File: config.mk
export PLATFORM = sky130hd
export DESIGN_NAME = vram_arbiter
export DESIGN_NICKNAME = d
export VERILOG_FILES = /design/src/rtl/vram_arbiter.sv
export SDC_FILE = /design/constraint.sdc
export NUM_CORES = 1
export LEC_CHECK = 0
export BUFFER_PORTS_ARGS = -buffer_cell sky130_fd_sc_hd__buf_2
export CELL_PAD_IN_SITES_DETAIL_PLACEMENT = 0
export CELL_PAD_IN_SITES_GLOBAL_PLACEMENT = 1
export CORE_MARGIN = 2
export CORE_UTILIZATION = 26
export CTS_CLUSTER_DIAMETER = 60
export CTS_CLUSTER_SIZE = 30
export DETAILED_ROUTE_END_ITERATION = 12
export GPL_ROUTABILITY_DRIVEN = 0
export HOLD_SLACK_MARGIN = 0.05
export PLACE_DENSITY = 0.89
export SYNTH_ARGS = -nofsm -noshare
export SYNTH_HDL_FRONTEND = slang
export SYNTH_SLANG_ARGS = --single-unit
File: constraint.sdc
create_clock -name clk -period 2.4 [get_ports clk]
set_clock_uncertainty 0.15 [all_clocks]
set_input_delay 0.6 -clock clk [delete_from_list [all_inputs] [get_ports clk]]
set_output_delay 0.6 -clock clk [all_outputs]
set_load 0.02 [all_outputs]
File: src/rtl/vram_arbiter.sv
// Single-port VRAM arbiter: display pixel fetch has priority, CPU load/store is
// protected from starvation by a bounded-wait override. Read data returns one cycle after grant.
module vram_arbiter #(
    parameter int unsigned ADDR_W   = 17,
    parameter int unsigned DATA_W   = 8,
    parameter int unsigned MAX_WAIT = 4,
    parameter int unsigned CNT_W    = 16
) (
    input  logic              clk,
    input  logic              rstb,
    input  logic              disp_req,
    input  logic [ADDR_W-1:0] disp_addr,
    output logic              disp_gnt,
    output logic              disp_rd_valid,
    output logic [DATA_W-1:0] disp_rd_data,
    input  logic              cpu_valid,
    input  logic              cpu_we,
    input  logic [ADDR_W-1:0] cpu_addr,
    input  logic [DATA_W-1:0] cpu_wdata,
    output logic              cpu_ready,
    output logic              cpu_rvalid,
    output logic [DATA_W-1:0] cpu_rdata,
    output logic [ADDR_W-1:0] mem_addr,
    output logic              mem_we,
    output logic [DATA_W-1:0] mem_wdata,
    input  logic [DATA_W-1:0] mem_rd_data,
    output logic [CNT_W-1:0]  conflict_count
);

    localparam int unsigned SW = $clog2(MAX_WAIT + 1) + 1;

    typedef enum logic [1:0] {
        OWN_NONE = 2'd0,
        OWN_DISP = 2'd1,
        OWN_CPU  = 2'd2
    } owner_e;

    typedef struct packed {
        logic [ADDR_W-1:0] addr;
        logic              we;
        logic [DATA_W-1:0] wdata;
    } mem_req_t;

    owner_e          rd_owner;
    owner_e          rd_owner_nxt;
    logic [SW-1:0]   starve_cnt;
    logic [SW-1:0]   starve_nxt;
    logic [CNT_W-1:0] conflict_nxt;
    logic            starve_hit;
    logic            disp_win;
    logic            cpu_win;
    mem_req_t        mem_req;

    // MAX_WAIT of zero means a valid CPU request always overrides the display
    generate
        if (MAX_WAIT == 0) begin : g_cpu_first
            assign starve_hit = 1'b1;
        end else begin : g_bounded
            assign starve_hit = (starve_cnt >= SW'(MAX_WAIT));
        end
    endgenerate

    // Winner selection; depends only on requests and registered wait state
    always_comb begin
        disp_win = 1'b0;
        cpu_win  = 1'b0;
        if (cpu_valid && starve_hit) begin
            cpu_win = 1'b1;
        end else if (disp_req) begin
            disp_win = 1'b1;
        end else if (cpu_valid) begin
            cpu_win = 1'b1;
        end
    end

    assign disp_gnt  = disp_win;
    assign cpu_ready = cpu_win;

    // Memory request mux; idle cycles drive zeros
    always_comb begin
        mem_req = '0;
        if (disp_win) begin
            mem_req.addr = disp_addr;
        end else if (cpu_win) begin
            mem_req.addr  = cpu_addr;
            mem_req.we    = cpu_we;
            mem_req.wdata = cpu_wdata;
        end
    end

    assign mem_addr  = mem_req.addr;
    assign mem_we    = mem_req.we;
    assign mem_wdata = mem_req.wdata;

    // Next-state for return tag, starvation counter and conflict counter
    always_comb begin
        rd_owner_nxt = OWN_NONE;
        starve_nxt   = starve_cnt;
        conflict_nxt = conflict_count;

        if (disp_win) begin
            rd_owner_nxt = OWN_DISP;
        end else if (cpu_win && !cpu_we) begin
            rd_owner_nxt = OWN_CPU;
        end

        if (!cpu_valid || cpu_win) begin
            starve_nxt = '0;
        end else if (!starve_hit) begin
            starve_nxt = starve_cnt + SW'(1);
        end

        if (disp_req && cpu_valid && (conflict_count != {CNT_W{1'b1}})) begin
            conflict_nxt = conflict_count + CNT_W'(1);
        end
    end

    always_ff @(posedge clk or negedge rstb) begin
        if (!rstb) begin
            rd_owner       <= OWN_NONE;
            starve_cnt     <= '0;
            conflict_count <= '0;
        end else begin
            rd_owner       <= rd_owner_nxt;
            starve_cnt     <= starve_nxt;
            conflict_count <= conflict_nxt;
        end
    end

    // Read returns are decoded straight from the tag so reset kills them immediately
    assign disp_rd_valid = (rd_owner == OWN_DISP);
    assign cpu_rvalid    = (rd_owner == OWN_CPU);
    assign disp_rd_data  = mem_rd_data;
    assign cpu_rdata     = mem_rd_data;

endmodule

=== Yosys cells after proc, flatten, opt, wreduce, memory -nomap -nowiden ===
Index checks and enable logic that the tools add are counted.
W data, S select, Z words.

* Add/subtract/negate cells: 2
* Magnitude comparators: 1
* Equal/unequal tests: 4
* Mux-type cells: 12
* Reductions and logical operators: 7

{| class="wikitable"
|+ Operators by type and width
! cell !! count
|-
| $mux W26 || 1
|-
| $mux W17 || 1
|-
| $add A16 B1 Y16 const B || 1
|-
| $ne A16 B16 Y1 const B || 1
|-
| $mux W9 || 1
|-
| $mux W4 || 2
|-
| $mux W1 || 5
|-
| $add A4 B1 Y4 const B || 1
|-
| $ge A4 B3 Y1 const B || 1
|-
| $logic_and A1 B1 Y1 || 4
|-
| $mux W2 || 2
|-
| $eq A2 B1 Y1 const B || 1
|-
| $eq A2 B2 Y1 const B || 1
|-
| $logic_not A1 Y1 || 2
|-
| $ne A2 B1 Y1 const B || 1
|-
| $logic_or A1 B1 Y1 || 1
|}

* Flip-flop bits (word level): 22
* Bits of input ports: 55
* Output and inout bits: 62
* Word-level logic and storage cells: 29

=== Depth between registers and ports, before layout ===
* Depth in word-level cells: 6
* Depth in mapped cells: 5
* Gate-level depth less buffers: 5

=== Least setup slack after synthesis ===
OpenSTA, ideal clock, no wires.

* Path kind: input-to-output
* Start: in cpu_valid
* End: out mem_wdata[0]
* Arrival time: 1.560 ns
* Required time: 1.650 ns
* Path slack: 0.090 ns
* Cell stages on the path: 3
* Buffers on the path: 1
* Cell sequence: a21boi_2 > clkbuf_1 > and2_1

* Word-level cells in the longest chain between the ends: 5
* Elaborated cells between the ends (all ways): 7
* Those cells by class: mux (6); reduce/logical (1)

{| class="wikitable"
|+ RTL lines
! item !! RTL line !! text
|-
| from (decl) || 16 || <nowiki>input logic cpu_valid,</nowiki>
|-
| $mux W1 || 71 || <nowiki>end else if (cpu_valid) begin</nowiki>
|-
| $mux W1 || 69 || <nowiki>end else if (disp_req) begin</nowiki>
|-
| $mux W1 (*) || 67 || <nowiki>if (cpu_valid && starve_hit) begin</nowiki>
|-
| net cpu_ready || 20 || <nowiki>output logic cpu_ready,</nowiki>
|-
| $mux W26 (*) || 84 || <nowiki>end else if (cpu_win) begin</nowiki>
|-
| $mux W9 (*) || 82 || <nowiki>if (disp_win) begin</nowiki>
|-
| to (decl) || 25 || <nowiki>output logic [DATA_W-1:0] mem_wdata,</nowiki>
|}

Mark *: on every way through the listed nets, which the timed path passes. The rest lies on a longest branch.

=== Worst setup path after layout ===
* Start: reg starve_cnt[3]
* End: out mem_addr[6]

* Word-level cells in the longest chain between the ends: 5
* Elaborated cells between the ends (all ways): 6
* Those cells by class: order compare (1); mux (4); reduce/logical (1)

{| class="wikitable"
|+ RTL lines
! item !! RTL line !! text
|-
| from (decl) || 46 || <nowiki>logic [SW-1:0] starve_cnt;</nowiki>
|-
| from (signal assigned) || 125 || <nowiki>starve_cnt <= starve_nxt;</nowiki>
|-
| $ge A4 B3 Y1 (*) || 59 || <nowiki>assign starve_hit = (starve_cnt >= SW'(MAX_WAIT));</nowiki>
|-
| $logic_and A1 B1 Y1 (*) || 67 ||
|-
| $mux W1 || 67 ||
|-
| $mux W26 || 84 ||
|-
| $mux W17 (*) || 82 ||
|-
| to (decl) || 23 || <nowiki>output logic [ADDR_W-1:0] mem_addr,</nowiki>
|}

Every way passes the cells marked *; elsewhere a longest branch is shown, timed or not.

==> flow_summary.ini <==
[power]
cellLeakagePower_nw = 1.02
powerDensity_mw_per_mm2 = 619
power_mw = 1.16
ir_drop_mv = 0.226

[synth]
synth-edff-count = 0
postSynth.asyncResetShare_pct = 100
ys_types = 35
syn_area_sq_mm = 0.00139
syn_inst = 137
yosys_warnings = 0
syn_nets = 194
ys_ff_latch = 22
postSynthAreaPerCell_sq_um = 10.1
yosysSeqAreaShare_pct = 39.6
ys.flop_type = dfrtp_1

[drt]
drtIter0Drc = 18
totalWireLength_mm = 3.26
viasPerCell = 4.62
routedWlPerCell_um = 11.4
drc = 0
ant_nets = 0
firstDrtPassIters = 4
vias = 1318

[die]
io_pins = 117
core_area_sq_mm = 0.00514
rows = 26
die-area_sq_mm = 0.00594
die-width_um = 77.1
start_util_pct = 27.0
die_height_um = 77.1

[global_route]
grt_pass1_wl_mm = 5.35
antenna_found_initial = 0
gr-usage-all-layers_pct = 10.8
grt_pass1_vias = 1265
grt_max_degree = 29
grt_overflow = 0

[sta]
min_period_ps = 2280
rsz0062_at_grt = false
fmax_ghz = 0.438
final_max_slew_viol_count = 0
finalSetupTns_ps = 0
setup_violations = 0
period_share_pct = 95.0
finalHoldViolations = 0

[layout]
syn_to_final_growth_pct = 35.1
fin_cells = 285
post-route-cell-area_sq_mm = 0.00188
nets = 273
diodes = 0
drive_gt1_share_pct = 49.8

[cts]
clockBufferDepth = 2
cts_tree = done
worstSkewPairLatency_ps = 260
postCtsHoldBufs = 0
path_clk_slew_ps = 80
h-tree-depth = 1
cts_buffers = 3
cts_sinks = 22
postCtsResizedCells = 0
post-cts-setup-buffer-count = 0
clockRootBuffer = clkbuf_8

[critical_path]
cp.arrival_ps = 1530
worst_setup_path_start_kind = flip-flop
path_class = flip-flop to primary output
crit_path_max_fanout = 28
cp-end-kind = primary output
critPathRequiredTime_ps = 1650

[placement]
hpwl_mm = 2.67
dp.cells = 281
port_buffers = 92
place_area_sq_mm = 0.00182

[run]
cap_violations = 0

[hold_path]
holdCritPathClass = primary input to async pin

[run_status]
status = finished, final reports clean
## flip-flops by register name, indices dropped and copies added, names as in the netlist
signal,count
conflict_count,16
starve_cnt,4
rd_owner,2
## through the flow
step | util (%) | setup slack (ps) | hold WS [ps]
finish | 36.5 | 119 | 143
global route | 36.5 | 45.1 | 169
CTS | 36.5 | 108 | 161
detailed placement | 35.4 | 137 | 282
global placement | 35.4 | 166 | 288
floorplan | - | 90.0 | 154
## worst max-delay path, cell delays in order (launching register included)
cell,delay (ps)
dfrtp_1,400
nor2_1,200
a21boi_2,100
buf_12,160
a22o_1,240
buf_2,160
## path summary, 6_finish.rpt
check / slack [ps] / cells after the start / endpoint / from
max: 120 / 5 / mem_addr[6] / starve_cnt[3]
min: 140 / 1 / conflict_count[6] / rstb
max reg2reg: 620 / 5 / conflict_count[1] / conflict_count[0]
min reg2reg: 300 / 1 / starve_cnt[0] / starve_cnt[0]
max in group asynchronous: 1630 / 1 / rd_owner[1] / rstb
min in group clk: 300 / 1 / starve_cnt[0] / starve_cnt[0]
## layout by cell type (no fill, tap or decap), drive strengths merged, types with 3 or more instances in the layout
master	synthesis	final
xnor2	8	8
clkbuf	1	4
and2	11	11
nand2	4	4
and4	4	4
nand4	8	8
buf	20	95
nor2b	3	3
a22o	17	17
and3	8	8
dfrtp	22	22
nand3	4	4
mux2	3	3
nor2	5	5
## power breakdown
group / switching (mW) / total (mW) / internal (mW)
Sequential: 0.0629 / 0.490 / 0.427
Clock: 0.111 / 0.257 / 0.146
Combinational: 0.242 / 0.415 / 0.173
## synth_stat cells, types with 2 or more instances
cell type  number  area share (%)
a21oi_1         2            0.72
a22o_1         17              11
a31oi_1         2            0.90
and2_1         11             5.0
and3_1          7             3.2
and4_1          2             1.3
buf_2           3             1.1
buf_4          16             8.6
dfrtp_1        22              40
ha_1            2             1.8
mux2_4          2             2.2
nand2_1         4             1.1
nand2b_1        2            0.90
nand3_1         4             1.4
nand4_1         8             3.6
nor2_1          3            0.81
nor2b_1         3             1.4
nor3_1          2            0.72
xnor2_1         8             5.0
xor2_1          2             1.3
## routing by layer
metal	wire length, um	GRT usage, %	up-vias
li1	-	-	637
met1	1290	12.7	601
met2	1600	19.5	76
met3	330	3.53	4
met4	31	1.96	0
met5	0	0	-
## logic make-up (layout without fill, tap and decap cells)
logic type | after synthesis | in the layout | synth area share, %
AO/OA/AOI/OAI | 24 | 24 | 14.1
XOR/XNOR | 10 | 10 | 6.31
buffers and inverters | 22 | 100 | 11.1
multiplexers | 3 | 3 | 2.97
other | 1 | 1 | 0.270
flip-flops | 22 | 22 | 39.6
AND/OR/NAND/NOR | 53 | 53 | 23.9
adder cells (fa/ha/maj) | 2 | 2 | 1.80
## final cells by class
class                   instances  area (sq um)
clock buffers                   4          55.1
fillers                       541          3260
inverters                       1          3.75
multi-input cells              93           684
flip-flops and latches         22           551
well taps                      70          87.6
repair buffers                 95           495
Power figures use the tool's default switching activity.
